==> config.mk <==
export PLATFORM = sky130hd
export DESIGN_NAME = pair_sequencer
export DESIGN_NICKNAME = d
export VERILOG_FILES = /design/src/rtl/pair_seq_pkg.sv /design/src/rtl/pair_sequencer_cyc_timer.sv /design/src/rtl/pair_sequencer.sv
export SDC_FILE = /design/constraint.sdc
export NUM_CORES = 1
export LEC_CHECK = 0
export CAP_MARGIN = 20
export CORE_AREA = 4 4 78 80
export CTS_CLUSTER_SIZE = 25
export DETAILED_ROUTE_END_ITERATION = 10
export DIE_AREA = 0 0 82 84
export GPL_ROUTABILITY_DRIVEN = 0
export PLACE_DENSITY = 0.65
export SLEW_MARGIN = 10
export SYNTH_ARGS = -nofsm -noshare
export SYNTH_HDL_FRONTEND = slang
export SYNTH_SLANG_ARGS = --single-unit
==> constraint.sdc <==
create_clock -name clk -period 4.25 [get_ports clk]
set_clock_uncertainty 0.1 [all_clocks]
set_input_delay 0.85 -clock clk [delete_from_list [all_inputs] [get_ports clk]]
set_output_delay 0.85 -clock clk [all_outputs]
set_load 0.005 [all_outputs]
==> src/rtl/pair_seq_pkg.sv <==
// ============================================================================
// Module   : pair_seq_pkg
// Purpose  : Shared types, operand-pair tables and helpers for pair_sequencer.
// Revision : 1.0 - initial release
// ============================================================================
`default_nettype none

package pair_seq_pkg;

  // Sequencer states
  typedef enum logic [2:0] {
    S_IDLE = 3'd0,
    S_P1   = 3'd1,
    S_G1   = 3'd2,
    S_P2   = 3'd3,
    S_WAIT = 3'd4,
    S_SAMP = 3'd5,
    S_G2   = 3'd6,
    S_DONE = 3'd7
  } state_t;

  // Width of the shared wait timer (covers HOLD/GAP/LED_LAT up to 256)
  localparam int c_TMR_W = 8;

  // First operand of each pair
  localparam logic [3:0] PAIR_A [0:15] = '{
    4'hA, 4'hB, 4'h3, 4'h5, 4'h5, 4'h0, 4'h0, 4'h0,
    4'h0, 4'h0, 4'h0, 4'h0, 4'h0, 4'h0, 4'h0, 4'h0
  };

  // Second operand of each pair
  localparam logic [3:0] PAIR_B [0:15] = '{
    4'hA, 4'hA, 4'h3, 4'h2, 4'h5, 4'h0, 4'h0, 4'h0,
    4'h0, 4'h0, 4'h0, 4'h0, 4'h0, 4'h0, 4'h0, 4'h0
  };

  // What a healthy equality checker must report for a pair
  function automatic logic expect_eq(input logic [3:0] a, input logic [3:0] b);
    return (a == b);
  endfunction

endpackage

`default_nettype wire

==> src/rtl/pair_sequencer_cyc_timer.sv <==
// ============================================================================
// Module   : cyc_timer
// Purpose  : Loadable down-counter with zero flag; times every wait phase of
//            the pair sequencer (strobe hold, gaps, ledpin latency).
// Revision : 1.0 - initial release
// ============================================================================
`default_nettype none

module cyc_timer #(
  parameter int WIDTH = 8
) (
  input  logic             clk,
  input  logic             rst_n,
  input  logic             i_load,
  input  logic [WIDTH-1:0] i_val,
  output logic             o_zero
);

  logic [WIDTH-1:0] r_cnt;

  // Load on request, otherwise count down and park at zero
  always_ff @(posedge clk) begin
    if (!rst_n) begin
      r_cnt <= '0;
    end else if (i_load) begin
      r_cnt <= i_val;
    end else if (r_cnt != '0) begin
      r_cnt <= r_cnt - 1'b1;
    end
  end

  assign o_zero = (r_cnt == '0);

endmodule

`default_nettype wire

==> src/rtl/pair_sequencer.sv <==
// ============================================================================
// Module   : pair_sequencer
// Purpose  : Plays a fixed table of operand pairs into a 4-bit equality
//            checker (no/push1/push2), samples its ledpin after each pair,
//            tallies equal pairs and flags the first disagreeing pair.
// Options  : PAIR_SEQ_LOOP_EN - when defined, DONE restarts at pair 0 while
//            start stays high, accumulating match_cnt across passes.
// Revision : 1.0 - initial release
// ============================================================================
`default_nettype none

module pair_sequencer
  import pair_seq_pkg::*;
#(
  parameter int HOLD_CYC  = 1,
  parameter int GAP_CYC   = 1,
  parameter int LED_LAT   = 2,
  parameter int NUM_PAIRS = 5
) (
  input  logic       clk,
  input  logic       rst_n,
  input  logic       start,
  input  logic       ledpin,
  output logic [3:0] no,
  output logic       push1,
  output logic       push2,
  output logic       busy,
  output logic       done,
  output logic [4:0] match_cnt,
  output logic       err,
  output logic [3:0] err_idx
);

  // Timer reload values are "duration minus one": the phase lasts until the
  // timer reads zero, so a load of N-1 gives exactly N cycles.
  localparam logic [c_TMR_W-1:0] c_HOLD_LD = c_TMR_W'(HOLD_CYC - 1);
  localparam logic [c_TMR_W-1:0] c_GAP_LD  = c_TMR_W'((GAP_CYC > 0) ? (GAP_CYC - 1) : 0);
  localparam logic [c_TMR_W-1:0] c_LAT_LD  = c_TMR_W'(LED_LAT - 1);
  localparam logic [3:0]         c_LAST    = 4'(NUM_PAIRS - 1);
  localparam bit                 c_GAP_EN  = (GAP_CYC > 0);
  localparam logic [4:0]         c_SAT     = 5'd31;

  state_t             r_state;
  state_t             w_state_nxt;
  logic [3:0]         r_idx;
  logic [3:0]         w_idx_nxt;
  logic [4:0]         r_match;
  logic [4:0]         w_match_nxt;
  logic               r_err;
  logic               w_err_nxt;
  logic [3:0]         r_err_idx;
  logic [3:0]         w_err_idx_nxt;
  logic [3:0]         r_no;
  logic [3:0]         w_no_nxt;
  logic               r_push1;
  logic               r_push2;
  logic               r_busy;
  logic               r_done;
  logic               w_tmr_load;
  logic [c_TMR_W-1:0] w_tmr_val;
  logic               w_tmr_zero;
  logic               w_pair_eq;

  assign w_pair_eq = expect_eq(PAIR_A[r_idx], PAIR_B[r_idx]);

  cyc_timer #(
    .WIDTH (c_TMR_W)
  ) u_timer (
    .clk    (clk),
    .rst_n  (rst_n),
    .i_load (w_tmr_load),
    .i_val  (w_tmr_val),
    .o_zero (w_tmr_zero)
  );

  // Next-state, pair index, tally and timer-load decisions
  always_comb begin
    w_state_nxt   = r_state;
    w_idx_nxt     = r_idx;
    w_match_nxt   = r_match;
    w_err_nxt     = r_err;
    w_err_idx_nxt = r_err_idx;
    w_tmr_load    = 1'b0;
    w_tmr_val     = c_HOLD_LD;

    case (r_state)
      S_IDLE: begin
        if (start) begin
          w_state_nxt   = S_P1;
          w_idx_nxt     = 4'd0;
          w_match_nxt   = 5'd0;
          w_err_nxt     = 1'b0;
          w_err_idx_nxt = 4'd0;
          w_tmr_load    = 1'b1;
          w_tmr_val     = c_HOLD_LD;
        end
      end
      S_P1: begin
        if (w_tmr_zero) begin
          w_tmr_load = 1'b1;
          if (c_GAP_EN) begin
            w_state_nxt = S_G1;
            w_tmr_val   = c_GAP_LD;
          end else begin
            w_state_nxt = S_P2;
            w_tmr_val   = c_HOLD_LD;
          end
        end
      end
      S_G1: begin
        if (w_tmr_zero) begin
          w_state_nxt = S_P2;
          w_tmr_load  = 1'b1;
          w_tmr_val   = c_HOLD_LD;
        end
      end
      S_P2: begin
        if (w_tmr_zero) begin
          w_state_nxt = S_WAIT;
          w_tmr_load  = 1'b1;
          w_tmr_val   = c_LAT_LD;
        end
      end
      S_WAIT: begin
        if (w_tmr_zero) begin
          w_state_nxt = S_SAMP;
        end
      end
      S_SAMP: begin
        if (ledpin && (r_match != c_SAT)) begin
          w_match_nxt = r_match + 5'd1;
        end
        if ((ledpin != w_pair_eq) && !r_err) begin
          w_err_nxt     = 1'b1;
          w_err_idx_nxt = r_idx;
        end
        if (r_idx == c_LAST) begin
          w_state_nxt = S_DONE;
        end else begin
          w_idx_nxt  = r_idx + 4'd1;
          w_tmr_load = 1'b1;
          if (c_GAP_EN) begin
            w_state_nxt = S_G2;
            w_tmr_val   = c_GAP_LD;
          end else begin
            w_state_nxt = S_P1;
            w_tmr_val   = c_HOLD_LD;
          end
        end
      end
      S_G2: begin
        if (w_tmr_zero) begin
          w_state_nxt = S_P1;
          w_tmr_load  = 1'b1;
          w_tmr_val   = c_HOLD_LD;
        end
      end
      S_DONE: begin
`ifdef PAIR_SEQ_LOOP_EN
        // Keep cycling while start is held; tallies carry over between passes
        if (start) begin
          w_state_nxt = S_P1;
          w_idx_nxt   = 4'd0;
          w_tmr_load  = 1'b1;
          w_tmr_val   = c_HOLD_LD;
        end else begin
          w_state_nxt = S_IDLE;
        end
`else
        w_state_nxt = S_IDLE;
`endif
      end
      default: begin
        w_state_nxt = S_IDLE;
      end
    endcase
  end

  // Operand bus follows the state being entered so it is already valid in
  // the first strobe cycle; it simply holds outside the pair phases.
  always_comb begin
    w_no_nxt = r_no;
    case (w_state_nxt)
      S_P1, S_G1:   w_no_nxt = PAIR_A[w_idx_nxt];
      S_P2, S_WAIT: w_no_nxt = PAIR_B[w_idx_nxt];
      default:      w_no_nxt = r_no;
    endcase
  end

  // State register, pair index and result tallies
  always_ff @(posedge clk) begin
    if (!rst_n) begin
      r_state   <= S_IDLE;
      r_idx     <= 4'd0;
      r_match   <= 5'd0;
      r_err     <= 1'b0;
      r_err_idx <= 4'd0;
    end else begin
      r_state   <= w_state_nxt;
      r_idx     <= w_idx_nxt;
      r_match   <= w_match_nxt;
      r_err     <= w_err_nxt;
      r_err_idx <= w_err_idx_nxt;
    end
  end

  // Registered interface outputs decoded from the state being entered
  always_ff @(posedge clk) begin
    if (!rst_n) begin
      r_no    <= 4'd0;
      r_push1 <= 1'b0;
      r_push2 <= 1'b0;
      r_busy  <= 1'b0;
      r_done  <= 1'b0;
    end else begin
      r_no    <= w_no_nxt;
      r_push1 <= (w_state_nxt == S_P1);
      r_push2 <= (w_state_nxt == S_P2);
      r_busy  <= (w_state_nxt != S_IDLE) && (w_state_nxt != S_DONE);
      r_done  <= (w_state_nxt == S_DONE);
    end
  end

  assign no        = r_no;
  assign push1     = r_push1;
  assign push2     = r_push2;
  assign busy      = r_busy;
  assign done      = r_done;
  assign match_cnt = r_match;
  assign err       = r_err;
  assign err_idx   = r_err_idx;

endmodule

`default_nettype wire

==> Yosys cells after proc, flatten, opt, wreduce, memory -nomap -nowiden <==
Memories as Yosys holds them, arrays and structs flattened.
Index checks and enable logic that the tools add are counted.
{ "totals": {"latchBits": 0, "word_cells": 95, "memories": 4, "ram_bits": 0, "romBits": 256, "register_bits": 33, "out_inout_bits": 18} }
{ "mem_list": {"columns": ["name", "depth", "width", "read_ports", "rd_clocked_by_memory_dff", "write_ports", "line_no", "rtl"], "rows": [
  ["(no name shown)", 16, 4, 1, 0, 0, "pair_sequencer.sv:185", "S_P2, S_WAIT: w_no_nxt = PAIR_B[w_idx_nxt];"],
  ["(no name shown)", 16, 4, 1, 0, 0, "pair_sequencer.sv:184", "S_P1, S_G1: w_no_nxt = PAIR_A[w_idx_nxt];"],
  ["(no name shown)", 16, 4, 1, 0, 0, "pair_sequencer.sv:64", "assign w_pair_eq = expect_eq(PAIR_A[r_idx], PAIR_B[r_idx]);"],
  ["(no name shown)", 16, 4, 1, 0, 0, "pair_sequencer.sv:64", null]
]} }
{ "op_classes": {"n_div": 0, "eq_ne": 20, "n_shift": 0, "mul": 0, "n_reduce_logical": 16, "bitwise": 2, "addsub": 3, "order_cmp": 2, "muxes": 37} }
{ "op_table": {"columns": ["op", "n"], "rows": [
  ["2-to-1 mux 4 bit", 12],
  ["case mux 3 bit (8 select lines)", 1],
  ["case mux 4 bit (2 select lines)", 3],
  ["== test 3 bit, second input constant", 6],
  ["2-to-1 mux 3 bit", 6],
  ["2-to-1 mux 8 bit", 2],
  ["== test 3 x 2 -> 1 bit, second input constant", 4],
  [">= comparator 5 bit, second input constant", 2],
  ["2-to-1 mux 5 bit", 2],
  ["inverter 4 -> 5 bit", 2],
  ["case mux 5 bit (2 select lines)", 1],
  ["logical NOT 8 bit", 1],
  ["2-to-1 mux 1 bit", 8],
  ["nonzero test 8 bit", 1],
  ["subtractor 8 x 1 -> 8 bit, second input constant", 1],
  ["== test 3 x 1 -> 1 bit, second input constant", 2],
  ["inequality test 2 bit, second input constant", 3],
  ["AND reduction 3 bit", 2],
  ["nonzero test 2 bit", 3],
  ["adder 5 x 1 -> 5 bit, second input constant", 1],
  ["inequality test 5 bit, second input constant", 1],
  ["adder 4 x 1 -> 4 bit, second input constant", 1],
  ["== test 4 x 3 -> 1 bit, second input constant", 1],
  ["== test 4 bit", 1],
  ["other kinds (10)", 13]
]} }

==> Depth between registers and ports, before layout <==
{ "depth": {"depth_word": 9, "ltp_mapped": 9, "ltp_nobuf": 8} }

==> Cells and area by module <==
From an unflattened synthesis, not the netlist that was laid out.
{ "unflattened": {"hier_cells": 217, "hier_area_um2": 1876.8} }
{ "by_module_without_submodules": {"columns": ["module", "n_inst", "area_each_um2", "seq_area_each_um2", "cells_each"], "rows": [
  ["pair_sequencer", 1, 1418.9, 500.5, 166],
  ["cyc_timer", 1, 457.9, 160.2, 51]
]} }

==> Worst setup path before layout <==
OpenSTA, ideal clock, no wires.
{ "synth_timing": {"path_kind": "reg2reg", "startpoint": "register r_idx[0]", "endpoint": "register r_err_idx[0], in the netlist err_idx[0]", "arrival_ns": 2.030, "required_ns": 4.035, "period_less_slack_ns": 2.245, "setup_slack_ns": 2.005, "stages_incl_launch_ff": 10, "cell_sequence": "dfxtp_1 -> inv_1 -> ha_1 -> xnor2_1 -> o31ai_1 -> xnor2_1 -> or3_1 -> clkbuf_1 -> and3_1 -> o21a_1"} }
{ "synth_between": {"elab_chain_len": 9} }
{ "synth_rtl": {"columns": ["element", "line_no", "rtl"], "rows": [
  ["start, declared", "pair_sequencer.sv:45", "logic [3:0] r_idx;"],
  ["start signal, assigned", "pair_sequencer.sv:200", "r_idx <= w_idx_nxt;"],
  ["inverter 4 -> 5 bit (implied by the code)", "pair_sequencer.sv:64", null],
  ["memory (16 x 4 bit)", null, null],
  ["2-to-1 mux 4 bit (implied by the code) (2 in a row)", "pair_sequencer.sv:64", null],
  ["== test 4 bit", "pair_seq_pkg.sv:39", "return (a == b);"],
  ["inequality test 1 bit", "pair_sequencer.sv:133", "if ((ledpin != w_pair_eq) && !r_err) begin"],
  ["logical AND 1 bit", "pair_sequencer.sv:133", null],
  ["inequality test 2 bit (no line)", null, null],
  ["AND reduction 3 bit (no line)", null, null],
  ["end signal, assigned", "pair_sequencer.sv:203", "r_err_idx <= w_err_idx_nxt;"],
  ["end, declared", "pair_sequencer.sv:51", "logic [3:0] r_err_idx;"]
]} }
Parallel ways exist; a longest one is shown, timed or not. The select of a mux whose other input is x is not followed.
A chain may end at the register's enable or synchronous reset.

==> Worst setup path in the final report <==
{ "layout_timing": {"startpoint": "input port start", "endpoint": "register r_no[0], in the netlist no[0]"} }
{ "layout_between": {"elab_chain_len": 7} }
{ "layout_rtl": {"columns": ["element", "line_no", "rtl"], "rows": [
  ["start, declared", "pair_sequencer.sv:22", "input logic start,"],
  ["2-to-1 mux 4 bit", "pair_sequencer.sv:88", "if (start) begin"],
  ["case mux 4 bit (2 select lines)", "pair_sequencer.sv:86", "case (r_state)"],
  ["inverter 4 -> 5 bit (implied by the code)", "pair_sequencer.sv:184, pair_sequencer.sv:185", null],
  ["memory (16 x 4 bit) (on tied branches)", null, null],
  ["2-to-1 mux 4 bit (on tied branches) (2 in a row)", "pair_sequencer.sv:185, pair_sequencer.sv:184", null],
  ["case mux 4 bit (2 select lines)", "pair_sequencer.sv:183", "case (w_state_nxt)"],
  ["end signal, assigned", "pair_sequencer.sv:216", "r_no <= w_no_nxt;"],
  ["end, declared", "pair_sequencer.sv:53", "logic [3:0] r_no;"]
]} }
Parallel ways exist; a longest one is shown, timed or not. The select of a mux whose other input is x is not followed.

==> results.json <==
{
  "root_buffer": "clkbuf_8",
  "crit_start": "start",
  "syn_avg_cell_area_um2": 8.84,
  "cp_cell_sequence": "clkdlybuf4s50_1, nor4b_4, o31ai_1, a211oi_2, nor4bb_1, a21oi_1, a21boi_1",
  "ys_types": 54,
  "grt_pass1_wl_um": 6500,
  "p_sw_uw": 420,
  "power_frac_comb_pct": 41.0,
  "clk_latency_ns": 0.28,
  "swShare_pct": 37.8,
  "clkPwrFrac_pct": 21.0,
  "n_fill_cell": 550,
  "r2r_end": "no[0]",
  "postCtsSetupRepairBufs": 0,
  "worstReg2RegStart": "u_timer.r_cnt[0]",
  "irDropWorstVdd_mv": 0.162,
  "holdWs_ns": 0.372,
  "cts.sinks": 33,
  "cp.arrival_ns": 2.94,
  "die_h_um": 84,
  "start_kind": "input pin",
  "design.core.area_um2": 5410,
  "tightest_slew_ns": 0.835,
  "min_period_ns": 2.83,
  "cp-end-kind": "flop",
  "cts.repair.resized": 0,
  "ctsHtreeMaxLevel": 2,
  "drive_gt1_share_pct": 7.46,
  "hold_class": "reg2reg",
  "synth_area_um2": 1860,
  "cp_max_fo": 9,
  "grt_max_degree": 25,
  "cts_tree": "done",
  "dpl-instance-area_um2": 2110,
  "max_cap_violations": 0,
  "drtIter0Drc": 137,
  "intPower_uw": 692,
  "grt_overflow": 0,
  "synth_top_cell_area_share_pct": 35.6,
  "numPortBuffers": 21,
  "first_global_vias": 1413,
  "tns_ns": 0,
  "cp-endpoint": "no[0]",
  "synthArstFlopShare_pct": 0,
  "wl_um": 3710,
  "synth_edf_count": 0,
  "vias": 1497,
  "antenna_cells": 0,
  "vias_per_cell": 4.99,
  "crit_path_top_delay_cell": "clkdlybuf4s50_1",
  "hpwlAfterDp_um": 2670,
  "synth.yosys.seq_area_share_pct": 35.6,
  "clkTransAtPathRegs_ns": 0.06,
  "synth.top_cells.by_area": "dfxtp_1, ha_1, nor2_1",
  "syn_inst": 210,
  "area_growth_pct": 18.4,
  "io_pins": 22,
  "yosysMostFrequentCell": "dfxtp_1",
  "synth_top_flop_cell": "dfxtp_1",
  "hold_viol_final": 0,
  "nets": 241,
  "cpPeakStageDelay_ns": 0.53,
  "cts_buffer_depth": 2,
  "die_area_um2": 6890,
  "cts_hold_buf": 0,
  "min_period_over_period_pct": 66.5,
  "drc": 0,
  "slew_violations": 0,
  "max_slew_margin_pct": 44.3,
  "row_count": 27,
  "rsz0062_at_grt": "false",
  "p_leak_uw": 0.000860,
  "reg2reg_setup_slack_ns": 1.71,
  "synth_fp_nets": 223,
  "synth_commonest_cells": "dfxtp_1, nor2_1, a21oi_1, nand2_1",
  "wl_per_cell_um": 12.4,
  "die_x_um": 82,
  "start_util_pct": 34.4,
  "cts_buffers": 5,
  "fmax_ghz": 0.354,
  "setup_viol": 0,
  "yosysWarnings": 0,
  "cp.required_ns": 4.36,
  "power_per_cell_area_nw_per_um2": 506,
  "ant_nets": 0,
  "worstRegToRegCells": 8,
  "outcome": "completed",
  "ys_seq_elements": 33,
  "track_usage_pct": 12.0,
  "first_pass_iters": 4,
  "synth_top_cell_by_area": "dfxtp_1",
  "seq_power_share_pct": 38.1,
  "antenna_found_initial": 0,
  "critPathKind": "in2reg",
  "final_area_um2": 2200
}
registers in the layout, summed over array words and instances, names as in the netlist:
name,count
u_timer.r_cnt,8
match_cnt,5
err_idx,4
no,4
r_idx,4
r_state,3
busy,1
done,1
err,1
push1,1
push2,1
power groups by stage:
stage | Combinational (uW) | Clock, uW | Sequential, uW
2_1_floorplan | 402 | 0 | 393
3_3_place_gp | 456 | 0 | 429
4_1_cts | 462 | 244 | 423
3_5_place_dp | 459 | 0 | 430
5_1_grt | 517 | 254 | 434
6_report | 455 | 233 | 423
how the worst min path moves through the flow:
stage | cells past startpoint | to | startpoint | slack [ns]
final | 2 | no[1] | no[1] | 0.37
after global routing | 2 | no[2] | no[2] | 0.41
after CTS | 2 | no[1] | no[1] | 0.38
after detailed placement | 2 | no[1] | no[1] | 0.37
after global placement | 2 | no[1] | no[1] | 0.36
after floorplan | 2 | no[1] | no[1] | 0.36
kinds of logic after synthesis:
family / synth area share (%)
compound gates: 17.7
xor+xnor: 5.19
fa+ha+maj: 6.06
buf+inv: 4.24
flops: 35.6
mux: 4.18
simple gates: 27.0
metrics by stage:
step	cells	utilization [%]	worst slack (ns)	power, uW
finish	300	40.7	1.42	1110
CTS	300	40.7	1.43	1130
detailed placement	293	39.1	1.14	889
global placement	293	39.1	1.29	885
floorplan	210	-	2.01	795
global route	300	40.7	1.22	1210
metal layers:
layer	wire (um)	vias up	track usage (%)
met4	80	0	5.59
met1	1800	679	15.3
met2	1660	31	18.2
met5	0	-	0
met3	176	7	3.56
li1	-	780	-
layout make-up:
class | count | area (um2) | share of cell area (%)
flip-flops and latches | 33 | 661 | 30.1
clock buffers | 7 | 86.3 | 3.93
multi-input cells | 158 | 1120 | 50.8
repair buffers | 21 | 210 | 9.56
well taps | 72 | 90.1 | 4.10
inverters | 9 | 33.8 | 1.54
worst max-delay path, delay by kind of cell:
kind | cells | cell delay (ns)
buffers and inverters | 1 | 0.53
and+or+nand+nor | 2 | 0.80
AOI/OAI and AO/OA | 4 | 0.74
cells in the final DEF (no fill, tap or decap), types with 2 or more instances in the layout:
master,count
a21oi_1,12
dfxtp_1,33
and3_1,5
nand3_1,5
nand2_1,12
and2b_1,2
and3b_1,2
a32o_1,2
o31ai_1,3
o21ai_0,4
a21boi_0,5
nor3b_1,2
xor2_1,4
nor4_1,2
clkbuf_8,6
nor2_1,24
xnor2_1,7
a22oi_1,2
clkdlybuf4s50_1,21
a32oi_1,2
inv_1,9
mux2i_1,3
nor3_1,7
or3_1,2
and2_1,3
nand3b_1,4
o211ai_1,4
o21a_1,2
nor2b_1,7
ha_1,9
Note: power is estimated with default switching activity, not from simulation.
